`src/rtl/uart_pkg.sv`:
```
`default_nettype none
// ============================================================================
//  Module   : uart_pkg
//  Purpose  : Shared definitions for the UART receive path: receive word bit
//             positions, IRQ fill-threshold encodings and helper function,
//             default character-timeout length.
//  Revision : 1.0 - initial release
// ============================================================================
package uart_pkg;

    // Receive word layout from the receiver state machine
    localparam int UART_RD_W  = 10;
    localparam int UART_RD_FE = 9;
    localparam int UART_RD_PE = 8;

    // Default idle bit times before a character timeout is flagged
    localparam int UART_TO_BITS_DEF = 40;

    // Receive IRQ fill-threshold select encodings
    typedef enum logic [1:0] {
        LVL_ONE     = 2'd0,
        LVL_QUARTER = 2'd1,
        LVL_HALF    = 2'd2,
        LVL_NFULL   = 2'd3
    } uart_lvl_e;

    // Translate a threshold select into a character count for a given depth
    function automatic int unsigned uart_threshold(input logic [1:0] lvl,
                                                   input int unsigned depth);
        int unsigned thr;
        case (uart_lvl_e'(lvl))
            LVL_ONE:     thr = 1;
            LVL_QUARTER: thr = depth / 4;
            LVL_HALF:    thr = depth / 2;
            LVL_NFULL:   thr = depth - 2;
            default:     thr = 1;
        endcase
        return thr;
    endfunction

endpackage : uart_pkg
`default_nettype wire

```
`src/rtl/uart_fifo_ram.sv`:
```
`default_nettype none
// ============================================================================
//  Module   : uart_fifo_ram
//  Purpose  : DEPTH x W character storage, synchronous write and
//             asynchronous read, suited to distributed RAM.
//  Revision : 1.0 - initial release
// ============================================================================
module uart_fifo_ram #(
    parameter int DEPTH = 16,
    parameter int AW    = 4,
    parameter int W     = 10
) (
    input  logic          clk_i,
    input  logic          we_i,
    input  logic [AW-1:0] waddr_i,
    input  logic [W-1:0]  wdata_i,
    input  logic [AW-1:0] raddr_i,
    output logic [W-1:0]  rdata_o
);

    logic [W-1:0] mem_q [DEPTH];

    // Storage write; no reset so the array maps onto RAM primitives
    always_ff @(posedge clk_i) begin
        if (we_i) begin
            mem_q[waddr_i] <= wdata_i;
        end
    end

    assign rdata_o = mem_q[raddr_i];

endmodule : uart_fifo_ram
`default_nettype wire

```
`src/rtl/uart_rx_ctrl.sv`:
```
`default_nettype none
// ============================================================================
//  Module   : uart_rx_ctrl
//  Purpose  : Receive-side controller: FWFT character FIFO, sticky
//             overrun/parity/framing status, character-timeout timer and
//             threshold-driven receive interrupt.
//  Revision : 1.0 - initial release
// ============================================================================
module uart_rx_ctrl
    import uart_pkg::*;
#(
    parameter int DEPTH   = 16,
    parameter int AW      = 4,
    parameter int TO_BITS = UART_TO_BITS_DEF
) (
    input  logic                 Clk,
    input  logic                 nRst,
    input  logic                 CE_16x,
    input  logic [UART_RD_W-1:0] RD,
    input  logic                 WE_RHR,
    input  logic                 RxIdle,
    input  logic                 RE,
    input  logic                 Flush,
    input  logic                 ClrSts,
    input  logic [1:0]           Lvl,
    input  logic                 IE_Err,
    output logic [UART_RD_W-1:0] DO,
    output logic                 RxRdy,
    output logic                 RxFull,
    output logic [AW:0]          Cnt,
    output logic                 OVR,
    output logic                 PES,
    output logic                 FES,
    output logic                 RxTO,
    output logic                 IRQ
);

    localparam int            c_TO_LIMIT = TO_BITS * 16;
    localparam int            TW         = $clog2(c_TO_LIMIT + 1);
    localparam logic [TW-1:0] c_TMR_MAX  = TW'(c_TO_LIMIT);
    localparam logic [TW-1:0] c_TMR_LAST = TW'(c_TO_LIMIT - 1);
    localparam logic [TW-1:0] c_TMR_ONE  = TW'(1);
    localparam logic [AW:0]   c_CNT_ONE  = (AW+1)'(1);
    localparam logic [AW:0]   c_CNT_FULL = (AW+1)'(DEPTH);
    localparam logic [AW-1:0] c_PTR_ONE  = AW'(1);

    logic [AW-1:0] wr_ptr_q, wr_ptr_d;
    logic [AW-1:0] rd_ptr_q, rd_ptr_d;
    logic [AW:0]   cnt_q,    cnt_d;
    logic          ovr_q,    ovr_d;
    logic          pes_q,    pes_d;
    logic          fes_q,    fes_d;
    logic [TW-1:0] tmr_q,    tmr_d;
    logic          rxto_q,   rxto_d;
    logic          irq_q,    irq_d;

    logic                 w_empty;
    logic                 w_full;
    logic                 w_do_write;
    logic                 w_do_read;
    logic                 w_ovr_set;
    logic                 w_tick;
    logic [AW:0]          w_thresh;
    logic [UART_RD_W-1:0] w_ram_rd;

    assign w_empty = (cnt_q == '0);
    assign w_full  = (cnt_q == c_CNT_FULL);

    // A full FIFO still accepts a write when a read frees the head slot in
    // the same cycle; Flush discards everything in its cycle.
    assign w_do_write = WE_RHR & (~w_full | RE) & ~Flush;
    assign w_do_read  = RE & ~w_empty & ~Flush;
    assign w_ovr_set  = WE_RHR & w_full & ~RE & ~Flush;

    // Qualifying timeout tick: data pending, receiver idle, no FIFO activity
    assign w_tick = CE_16x & RxIdle & ~w_empty & ~WE_RHR & ~RE & ~Flush;

    assign w_thresh = (AW+1)'(uart_threshold(Lvl, DEPTH));

    uart_fifo_ram #(
        .DEPTH (DEPTH),
        .AW    (AW),
        .W     (UART_RD_W)
    ) u_ram (
        .clk_i   (Clk),
        .we_i    (w_do_write),
        .waddr_i (wr_ptr_q),
        .wdata_i (RD),
        .raddr_i (rd_ptr_q),
        .rdata_o (w_ram_rd)
    );

    // Next-state for pointers, count, sticky status, timer and interrupt
    always_comb begin
        wr_ptr_d = wr_ptr_q;
        rd_ptr_d = rd_ptr_q;
        cnt_d    = cnt_q;
        ovr_d    = ovr_q;
        pes_d    = pes_q;
        fes_d    = fes_q;
        tmr_d    = tmr_q;
        rxto_d   = rxto_q;

        if (Flush) begin
            wr_ptr_d = '0;
            rd_ptr_d = '0;
            cnt_d    = '0;
        end else begin
            if (w_do_write) begin
                wr_ptr_d = wr_ptr_q + c_PTR_ONE;
            end
            if (w_do_read) begin
                rd_ptr_d = rd_ptr_q + c_PTR_ONE;
            end
            case ({w_do_write, w_do_read})
                2'b10:   cnt_d = cnt_q + c_CNT_ONE;
                2'b01:   cnt_d = cnt_q - c_CNT_ONE;
                default: cnt_d = cnt_q;
            endcase
        end

        // Clear first so a same-cycle set condition wins
        if (ClrSts) begin
            ovr_d = 1'b0;
            pes_d = 1'b0;
            fes_d = 1'b0;
        end
        if (w_ovr_set) begin
            ovr_d = 1'b1;
        end
        if (w_do_write & RD[UART_RD_PE]) begin
            pes_d = 1'b1;
        end
        if (w_do_write & RD[UART_RD_FE]) begin
            fes_d = 1'b1;
        end

        // Timer saturates at the limit so RxTO stays up until serviced
        if (Flush | WE_RHR | RE | w_empty) begin
            tmr_d = '0;
        end else if (w_tick && (tmr_q != c_TMR_MAX)) begin
            tmr_d = tmr_q + c_TMR_ONE;
        end

        if (Flush | RE | w_empty) begin
            rxto_d = 1'b0;
        end else if (w_tick && (tmr_q == c_TMR_LAST)) begin
            rxto_d = 1'b1;
        end

        irq_d = (cnt_q >= w_thresh) | rxto_q | (IE_Err & (ovr_q | pes_q | fes_q));
    end

    // State registers with asynchronous active-low reset
    always_ff @(posedge Clk or negedge nRst) begin
        if (!nRst) begin
            wr_ptr_q <= '0;
            rd_ptr_q <= '0;
            cnt_q    <= '0;
            ovr_q    <= 1'b0;
            pes_q    <= 1'b0;
            fes_q    <= 1'b0;
            tmr_q    <= '0;
            rxto_q   <= 1'b0;
            irq_q    <= 1'b0;
        end else begin
            wr_ptr_q <= wr_ptr_d;
            rd_ptr_q <= rd_ptr_d;
            cnt_q    <= cnt_d;
            ovr_q    <= ovr_d;
            pes_q    <= pes_d;
            fes_q    <= fes_d;
            tmr_q    <= tmr_d;
            rxto_q   <= rxto_d;
            irq_q    <= irq_d;
        end
    end

    // Head word is forced to zero while empty so reset presents DO = 0
    assign DO     = w_empty ? '0 : w_ram_rd;
    assign RxRdy  = ~w_empty;
    assign RxFull = w_full;
    assign Cnt    = cnt_q;
    assign OVR    = ovr_q;
    assign PES    = pes_q;
    assign FES    = fes_q;
    assign RxTO   = rxto_q;
    assign IRQ    = irq_q;

endmodule : uart_rx_ctrl
`default_nettype wire

```
`config.mk`:
```
export PLATFORM = sky130hd
export DESIGN_NAME = uart_rx_ctrl
export DESIGN_NICKNAME = d
export VERILOG_FILES = /design/src/rtl/uart_pkg.sv /design/src/rtl/uart_fifo_ram.sv /design/src/rtl/uart_rx_ctrl.sv
export SDC_FILE = /design/constraint.sdc
export NUM_CORES = 1
export LEC_CHECK = 0
export ABC_AREA = 1
export BUFFER_PORTS_ARGS = -buffer_cell sky130_fd_sc_hd__buf_2
export CAP_MARGIN = 10
export CORE_ASPECT_RATIO = 1.5
export CORE_MARGIN = 4
export CORE_UTILIZATION = 45
export CTS_CLUSTER_SIZE = 28
export DETAILED_ROUTE_END_ITERATION = 12
export GPL_TIMING_DRIVEN = 0
export PLACE_DENSITY_LB_ADDON = 0.2
export SYNTH_ARGS = -nofsm -noshare
export SYNTH_HDL_FRONTEND = slang
export SYNTH_SLANG_ARGS = --single-unit
```
`constraint.sdc`:
```
create_clock -name Clk -period 4.65 [get_ports Clk]
set_input_delay 0.6975 -clock Clk [delete_from_list [all_inputs] [get_ports Clk]]
set_output_delay 0.6975 -clock Clk [all_outputs]
set_load 0.01 [all_outputs]
```
==> flow_metrics.py, run 1 <==
metrics = {
    "synth": {
        "synth_edf_count": 160,
        "ys_ff_latch": 188,
        "yosysUniqueCellTypes": 46,
        "synth_top_family_by_area": "simple AND/OR/NAND/NOR gates",
        "ys_seq_area_frac": 0.679,
        "synthFlopType": "edfxtp_1",
        "netlist_top_cells_area": "edfxtp_1, dfrtp_1, nand2_1",
        "synth.most_common_cell": "edfxtp_1",
        "syn-num-nets": 711,
        "synth_area_sq_um": 8100,
        "synth_top_cell_area_share": 0.593,
        "synth-xor-area-share": 0.00432,
        "synthArstFlopShare": 0.149,
        "synth_compound_area_frac": 0.114,
        "yosys_warnings": 0,
        "synthMuxAreaShare": 0.0124,
        "synth_largest_area_cell": "edfxtp_1",
        "synth_commonest_cells": "edfxtp_1, nand2_1, nor2_1",
        "synth-simple-area-share": 0.132,
        "syn_inst": 677,
        "synth_fa_ha_area_frac": 0.0201,
        "avgSynthCellArea_sq_um": 12.0,
    },
    "timing": {
        "timing.final.crit_share": 0.714,
        "slew_headroom": 0.309,
        "fin_crit_ps": 3320,
        "clock_skew_ps": 10.0,
        "maxSlewViolCount": 0,
        "max_freq_mhz": 301,
        "setup_tns_ps": 0,
        "setup_viol": 0,
        "hold_viol": 0,
        "worst_pin_slew_ps": 1030,
        "rsz0062_at_grt": "false",
    },
    "placement": {
        "hpwlAfterDp_um": 13400,
        "port_buffers": 42,
        "dpl-instance-area_sq_um": 8580,
        "gp_congestion": 0.917,
    },
    "die": {
        "rows": 59,
        "core_area_sq_um": 17500,
        "die_h_um": 172,
        "top_level_ports": 43,
        "die_w_um": 118,
        "die_area_sq_um": 20300,
        "start_util": 0.463,
    },
    "clocking": {
        "cts_buffers": 17,
        "htree_levels": 4,
        "cts_root_buf": "clkbuf_16",
        "cts_tree": "built",
        "clk_latency_ps": 430,
        "cts_hold_buf": 0,
        "clk_path_buf_depth": 2,
        "cts.sinks": 188,
        "cts_resized": 0,
        "cts_setup_buffers": 0,
        "clkTransAtPathRegs_ps": 70,
    },
    "setup_path": {
        "worst_ep_arrival_time_ps": 2620,
        "crit_path_end_kind": "primary output",
        "required_ps": 3950,
        "ff2ff_path_depth": 8,
        "worstSetupStartpoint": "rd_ptr_q[1]$_DFFE_PN0P_",
        "crit_fanout": 10,
        "startpoint_type": "register",
        "rr_startpoint": "Cnt[2]$_DFFE_PN0P_",
        "worstSetupPathType": "reg2out",
    },
    "power_and_ir_drop": {
        "power-per-cell-area_nw_per_um2": 502,
        "ir_worst_vdd_uv": 255,
        "power_uw": 4600,
        "p_leak_uw": 0.00342,
    },
    "job": {
        "max_cap_violations": 0,
    },
    "drt": {
        "vias": 5390,
        "antenna_left": 0,
        "drc": 0,
        "routedWlPerCell_um": 19.9,
        "drt-vias-per-instance": 5.59,
        "first_pass_iters": 5,
        "routed_wl_um": 19200,
        "drt_iter0_drc": 462,
    },
    "final_layout": {
        "post-route-cell-area_sq_um": 9150,
        "drive_gt1_frac": 0.156,
        "area_growth_pct": 13.0,
        "nets": 772,
        "diodes": 0,
        "fillerInstances": 1513,
    },
    "grt": {
        "grt_usage": 0.197,
        "grt_antenna_before_repair": 0,
        "grt_overflow": 0,
        "grt_pass1_vias": 5533,
        "grt_pass1_wl_um": 30300,
        "grt_most_used_layer": "met2",
        "gr-usage-met3": 0.0380,
        "grt_max_degree": 29,
        "grt_use_met2": 0.363,
        "grt_use_met1": 0.227,
    },
    "worst_hold_path": {
        "min_path_type": "in2async",
    },
    "run_status": {
        "outcome": "complete, no violations",
    },
}
[flip-flops by register name, summed over array words and instances, names as in the netlist]
signal / count
u_ram.mem_q: 160
tmr_q: 10
Cnt: 5
rd_ptr_q: 4
wr_ptr_q: 4
FES: 1
IRQ: 1
OVR: 1
PES: 1
RxTO: 1
[through the flow]
stage / setup slack, ps / std cells / utilization / hold WS (ps)
floorplan: 2450 / 677 / - / 402
global placement: 1660 / 932 / 0.490 / 455
detailed placement: 1600 / 932 / 0.490 / 464
CTS: 1260 / 964 / 0.523 / 306
global route: 1180 / 964 / 0.523 / 325
finish: 1330 / 964 / 0.523 / 290
[logic make-up (layout without fill, tap and decap cells)]
family          count (synthesis)  count (layout)
simple gates                  240             240
xor+xnor                        4               4
mux                            10              10
fa+ha+maj                      13              13
flops                         188             188
buf+inv                        73             147
compound gates                149             149
[cells in the final DEF, fill, tap and decap left out, types with 15 or more instances in the layout]
cell,instances
nand2_1,126
buf_2,57
o21ai_0,32
dfrtp_1,28
clkbuf_16,17
nor3_1,15
edfxtp_1,160
a21oi_1,50
nor2_1,59
inv_1,36
nand3_1,16
[final timing paths]
check,slack [ps],endpoint
setup / recovery,1330,DO[8]
hold / removal,290,Cnt[0]$_DFFE_PN0P_
setup reg to reg,1830,u_ram.mem_q[8][1]$_DFFE_PP_
hold reg to reg,470,tmr_q[9]$_DFFE_PN0P_
max in group asynchronous,3920,tmr_q[3]$_DFFE_PN0P_
min in group Clk,470,tmr_q[9]$_DFFE_PN0P_
[worst max-delay path, cell delays in order, from the launching register on]
cell and delay, ps:
dfrtp_1 460, inv_1 140, clkbuf_1 420, o21ai_0 170, o22ai_1 240, nand2_1 140
a211oi_1 410, buf_2 210
[area by class of cell]
type | count | area (sq um) | share of cell area
timing repair buffer | 42 | 210 | 0.0230
multi-input combinational | 416 | 2290 | 0.250
clock inverter | 15 | 149 | 0.0163
clock buffer | 17 | 425 | 0.0465
tap | 213 | 267 | 0.0291
buffer | 28 | 131 | 0.0144
inverter | 45 | 175 | 0.0191
sequential | 188 | 5510 | 0.601
[where the power goes]
part	total [uW]	switching [uW]	internal, uW
Combinational	1280	862	418
Sequential	1920	46.5	1880
Clock	1400	607	790
Total	4600	1520	3080
[metal layers]
layer	wire, um	up-vias
li1	-	2560
met4	582	0
met2	10200	173
met1	7430	2622
met5	0	-
met3	1010	35
Power figures use the tool's default switching activity.
==> run 2: changes to the inputs <==
Settings changed: ABC_AREA 1 to 0.
Clock period 4.65 ns to 3.4 ns, I/O delays scaled along.
==> run 2 against run 1 <==
Non-clock buffer count shrank 3. Clock-buffer cell count increased by 1. Clock power up 36%. Utilization is essentially flat. Final cell count down 22%. Setup slack got worse by 1200 ps. Critical path type unchanged. Final area is 1.3% lower. Register-to-register slack got worse by 1300 ps. Highest routed layer unchanged. Global-route usage down 2.0 points. Synthesized cell count decreased by 32%.
==> flow_metrics.py, run 2 <==
metrics = {
    "timing": {
        "max_freq_mhz": 310,
        "rsz0062_at_grt": "false",
        "slew_headroom": 0.185,
        "timing.final.crit_share": 0.950,
        "setup_slack_ps": 169,
        "hold_viol": 0,
        "maxSlewViolCount": 0,
        "worst_pin_slew_ps": 1220,
        "setup_viol": 0,
        "fin_crit_ps": 3230,
        "clock_skew_ps": 16.3,
    },
    "synth": {
        "ys_ff_latch": 188,
        "avgSynthCellArea_sq_um": 17.1,
        "synth.most_common_cell": "edfxtp_1",
        "synth_commonest_cells": "edfxtp_1, mux4_2, dfrtp_1",
        "synth_top_cell_area_share": 0.608,
        "synthFlopType": "edfxtp_1",
        "netlist_top_cells_area": "edfxtp_1, mux4_2, dfrtp_1",
        "synth_largest_area_cell": "edfxtp_1",
        "yosysUniqueCellTypes": 45,
        "synthArstFlopShare": 0.149,
        "synth_area_sq_um": 7910,
        "ys_seq_area_frac": 0.696,
        "synth_edf_count": 160,
        "yosys_warnings": 0,
        "syn-num-nets": 496,
        "syn_inst": 462,
    },
    "setup_path": {
        "worst_ep_arrival_time_ps": 2720,
        "required_ps": 2890,
        "rr_startpoint": "Cnt[1]$_DFFE_PN0P_",
        "rrSetupSlack_ps": 580,
        "crit_path_end_kind": "primary output",
        "startpoint_type": "register",
        "endpoint": "DO[6]",
        "worstSetupStartpoint": "rd_ptr_q[1]$_DFFE_PN0P_",
        "ff2ff_path_depth": 10,
        "worstSetupPathType": "reg2out",
        "crit_fanout": 10,
        "r2r-end": "Cnt[4]$_DFFE_PN0P_",
    },
    "grt": {
        "grt_antenna_before_repair": 0,
        "grt_usage": 0.177,
        "grt_max_degree": 29,
        "grt_pass1_wl_um": 25700,
        "grt_overflow": 0,
        "grt_pass1_vias": 4515,
    },
    "final_layout": {
        "diodes": 0,
        "layout_common_cells": "edfxtp_1, buf_2, mux4_2",
        "layout_commonest_cell": "edfxtp_1",
        "post-route-util": 0.523,
        "drive_gt1_frac": 0.254,
        "fillerInstances": 1427,
        "nets": 560,
        "post-route-cell-area_sq_um": 9040,
        "largest_reg_flops": 160,
        "finalNonFillerCells": 752,
        "largest-register": "u_ram.mem_q",
        "area_growth_pct": 14.3,
    },
    "worst_hold_path": {
        "min_path_type": "in2async",
    },
    "drt": {
        "drt_iter0_drc": 268,
        "routed_wl_um": 16400,
        "routedWlPerCell_um": 21.9,
        "drc": 0,
        "first_pass_iters": 5,
        "antenna_left": 0,
        "vias": 4260,
        "drt-vias-per-instance": 5.66,
    },
    "clocking": {
        "clk_path_buf_depth": 2,
        "cts_setup_buffers": 0,
        "clk_latency_ps": 430,
        "cts_buffers": 17,
        "cts_root_buf": "clkbuf_16",
        "clkTransAtPathRegs_ps": 70,
        "htree_levels": 4,
        "cts_tree": "built",
        "cts.sinks": 188,
    },
    "die": {
        "start_util": 0.458,
        "die_area_sq_um": 19800,
        "die_w_um": 116,
        "die_h_um": 170,
        "top_level_ports": 43,
        "rows": 59,
        "core_area_sq_um": 17300,
    },
    "job": {
        "max_cap_violations": 0,
    },
    "placement": {
        "gp_congestion": 0.785,
        "dp.cells": 720,
        "hpwlAfterDp_um": 11000,
        "dpl-instance-area_sq_um": 8440,
        "port_buffers": 41,
        "pre_cts_ws_ps": 396,
    },
    "run_status": {
        "outcome": "complete, no violations",
    },
    "power_and_ir_drop": {
        "switching_share": 0.300,
        "combPwrFrac": 0.249,
        "seq_power_share": 0.435,
        "intPower_uw": 4230,
        "ir_worst_vdd_uv": 362,
        "p_leak_uw": 0.00306,
        "p_sw_uw": 1810,
        "clockPowerShare": 0.316,
        "power-per-cell-area_nw_per_um2": 669,
    },
}
-- run 2: power groups by stage --
stage | combinational (uW) | sequential [uW] | clock (uW)
after floorplan | 1030 | 2680 | 0
after global placement | 1490 | 2670 | 0
after detailed placement | 1520 | 2680 | 0
after CTS | 1530 | 2630 | 1940
after global routing | 1640 | 2640 | 2040
final | 1500 | 2630 | 1910
-- run 2: cell families after synthesis --
group	Yosys count	synth area share
AOI/OAI and AO/OA	46	0.0397
muxes	62	0.142
DFF	188	0.696
adders and majority gates	13	0.0206
buffers and inverters	38	0.0201
and+or+nand+nor	104	0.0693
xor gates and xnor gates	11	0.0122
-- run 2: final cells by class --
| type | count | area [sq um] | share of cell area |
|---|---|---|---|
| Sequential cell | 188 | 5510 | 0.609 |
| Multi-Input combinational cell | 236 | 2270 | 0.251 |
| Clock buffer | 18 | 429 | 0.0475 |
| Tap cell | 213 | 267 | 0.0295 |
| Timing Repair Buffer | 45 | 250 | 0.0277 |
| Clock inverter | 14 | 159 | 0.0176 |
| Buffer | 22 | 98.8 | 0.0109 |
| Inverter | 16 | 60.1 | 0.00665 |
-- run 2: routing by layer --
metal,routed length (um),GRT usage,vias to the layer above
met2,9000,0.317,101
li1,-,-,1939
met1,6440,0.213,2195
met3,683,0.0338,25
met4,316,0.0565,0
met5,0,0,-
-- run 2: worst max-delay path, stage by stage, from the launching register on --
cell and delay (ps):
dfrtp_1 360, clkbuf_1 290, clkbuf_1 610, mux4_2 410
mux2i_1 270, o22ai_1 160, buf_2 180
-- run 2: per-stage QoR --
| stage | setup TNS, ps | power, uW | hold slack [ps] |
|---|---|---|---|
| floorplan | 0 | 3710 | 214 |
| global placement | -4860 | 4170 | 511 |
| detailed placement | 0 | 4200 | 544 |
| CTS | 0 | 6100 | 119 |
| global route | 0 | 6320 | 135 |
| finish | 0 | 6040 | 103 |
-- run 2: repair_timing --
item | in CTS | in global routing
hold buffers | 0 | 0
endpoints found under the setup margin | 0 | 10
gates resized for setup | 0 | 1
-- run 2: how the worst min path moves through the flow --
| stage | startpoint | end | slack (ps) | cells after the start |
|---|---|---|---|---|
| after CTS | nRst | Cnt[1]$_DFFE_PN0P_ | 120 | 1 |
| after global routing | nRst | Cnt[0]$_DFFE_PN0P_ | 140 | 1 |
| final | nRst | FES$_DFFE_PN0P_ | 100 | 1 |
| after floorplan | nRst | Cnt[0]$_DFFE_PN0P_ | 210 | 0 |
| after global placement | tmr_q[4]$_DFFE_PN0P_ | tmr_q[4]$_DFFE_PN0P_ | 510 | 1 |
| after detailed placement | tmr_q[4]$_DFFE_PN0P_ | tmr_q[4]$_DFFE_PN0P_ | 540 | 1 |
==> run 3: changes to the inputs <==
Settings changed: MAX_ROUTING_LAYER set to met4.
==> run 3 against run 2 <==
Worst hold slack improved by 6.4 ps. Utilization did not move. Clock skew fell by 5.9 ps. Combinational power barely moved. Flip-flop and latch count did not move. Critical path depth did not move. Sequential power barely moved. Wire length barely moved.
==> flow_metrics.py, run 3 (same netlist as run 2, synthesis figures left out) <==
metrics = {
    "die": {
        "core_area_sq_um": 17300,
        "die_h_um": 170,
        "start_util": 0.458,
        "die_area_sq_um": 19800,
        "top_level_ports": 43,
        "rows": 59,
        "die_w_um": 116,
    },
    "clocking": {
        "clk_path_buf_depth": 2,
        "clk_latency_ps": 430,
        "cts_root_buf": "clkbuf_16",
        "cts_hold_buf": 0,
        "cts_setup_buffers": 0,
        "cts_tree": "built",
        "clkTransAtPathRegs_ps": 70,
        "cts.sinks": 188,
        "cts_buffers": 17,
        "htree_levels": 4,
    },
    "timing": {
        "fin_crit_ps": 3260,
        "setup_tns_ps": 0,
        "max_freq_mhz": 307,
        "worst_pin_slew_ps": 1200,
        "slew_headroom": 0.198,
        "clock_skew_ps": 10.5,
        "setup_viol": 0,
        "rsz0062_at_grt": "false",
        "hold_viol": 0,
        "timing.final.crit_share": 0.958,
        "hold_ws_ps": 109,
        "maxSlewViolCount": 0,
    },
    "drt": {
        "routedWlPerCell_um": 21.9,
        "antenna_left": 0,
        "routed_wl_um": 16500,
        "drc": 0,
        "drt_iter0_drc": 281,
        "vias": 4257,
        "drt-vias-per-instance": 5.66,
        "first_pass_iters": 5,
    },
    "grt": {
        "grt_antenna_before_repair": 0,
        "grt_overflow": 0,
        "grt_max_degree": 29,
        "grt_pass1_wl_um": 25700,
        "grt_pass1_vias": 4518,
        "grt_usage": 0.182,
    },
    "placement": {
        "port_buffers": 41,
        "gp_congestion": 0.796,
        "dpl-instance-area_sq_um": 8440,
        "hpwlAfterDp_um": 11000,
        "dp.cells": 720,
    },
    "final_layout": {
        "layout_common_cells": "edfxtp_1, buf_2, mux4_2",
        "post-route-cell-area_sq_um": 9040,
        "register_area_sq_um": 5510,
        "diodes": 0,
        "largest-register": "u_ram.mem_q",
        "area_growth_pct": 14.3,
        "post-route-util": 0.523,
        "largest_reg_flops": 160,
        "nets": 560,
        "multi_input_area_sq_um": 2270,
        "fillerInstances": 1427,
        "layout_commonest_cell": "edfxtp_1",
        "finalNonFillerCells": 752,
        "drive_gt1_frac": 0.254,
    },
    "power_and_ir_drop": {
        "p_leak_uw": 0.00306,
        "power-per-cell-area_nw_per_um2": 668,
        "ir_worst_vdd_uv": 359,
    },
    "setup_path": {
        "worstSetupPathType": "reg2out",
        "crit_path_end_kind": "primary output",
        "crit_fanout": 10,
        "rrSetupSlack_ps": 580,
        "ff2ff_path_depth": 5,
        "worst_ep_arrival_time_ps": 2750,
        "required_ps": 2890,
        "startpoint_type": "register",
    },
    "run_status": {
        "outcome": "complete, no violations",
    },
    "job": {
        "max_cap_violations": 0,
    },
    "worst_hold_path": {
        "min_path_type": "in2async",
    },
}
run 3: cell counts in the layout (fill, tap and decap cells not counted):
No cell type changed its count.
run 3: timing repair:
item,4_1_cts,5_1_grt
endpoints found under the hold margin,0,0
endpoints found under the setup margin,0,10
gates resized for setup,0,1
run 3: layout make-up:
| class | instances | share of cell area |
|---|---|---|
| multi-input combinational | 236 | 0.251 |
| clock inverter | 14 | 0.0176 |
| tap | 213 | 0.0295 |
| clock buffer | 18 | 0.0475 |
| timing repair buffer | 45 | 0.0277 |
| sequential | 188 | 0.609 |
| buffer | 22 | 0.0109 |
| inverter | 16 | 0.00665 |
run 3: metrics by stage:
stage	worst slack [ps]	power [uW]
finish	143	6040
global route	28.0	6320
CTS	62.7	6100
detailed placement	396	4200
global placement	-182	4170
floorplan	664	3710
run 3: power by group:
group	switching, uW	leakage (uW)	internal, uW
Sequential	63.3	0.00182	2570
Clock	921	0.000282	985
Combinational	824	0.000958	676
Total	1810	0.00306	4230
run 3: path summary, 6_finish.rpt:
kind	startpoint	to
max	rd_ptr_q[1]$_DFFE_PN0P_	DO[6]
max reg2reg	Cnt[2]$_DFFE_PN0P_	u_ram.mem_q[10][5]$_DFFE_PP_
min in group Clk	ClrSts	OVR$_DFFE_PN0P_
min reg2reg	tmr_q[4]$_DFFE_PN0P_	tmr_q[4]$_DFFE_PN0P_
min	nRst	FES$_DFFE_PN0P_
max in group asynchronous	nRst	tmr_q[3]$_DFFE_PN0P_
run 3: worst max-delay path: stages, from the launching register on:
cell	delay (ps)
dfrtp_1	370
clkbuf_1	300
clkbuf_1	610
mux4_2	410
mux2i_1	270
o22ai_1	170
buf_2	180
run 3: layer usage:
metal | wire length (um) | GRT usage | vias to the layer above
li1 | - | - | 1939
met5 | 0 | - | -
met2 | 9000 | 0.317 | 96
met4 | 279 | 0.0550 | 0
met3 | 618 | 0.0352 | 21
met1 | 6560 | 0.213 | 2201
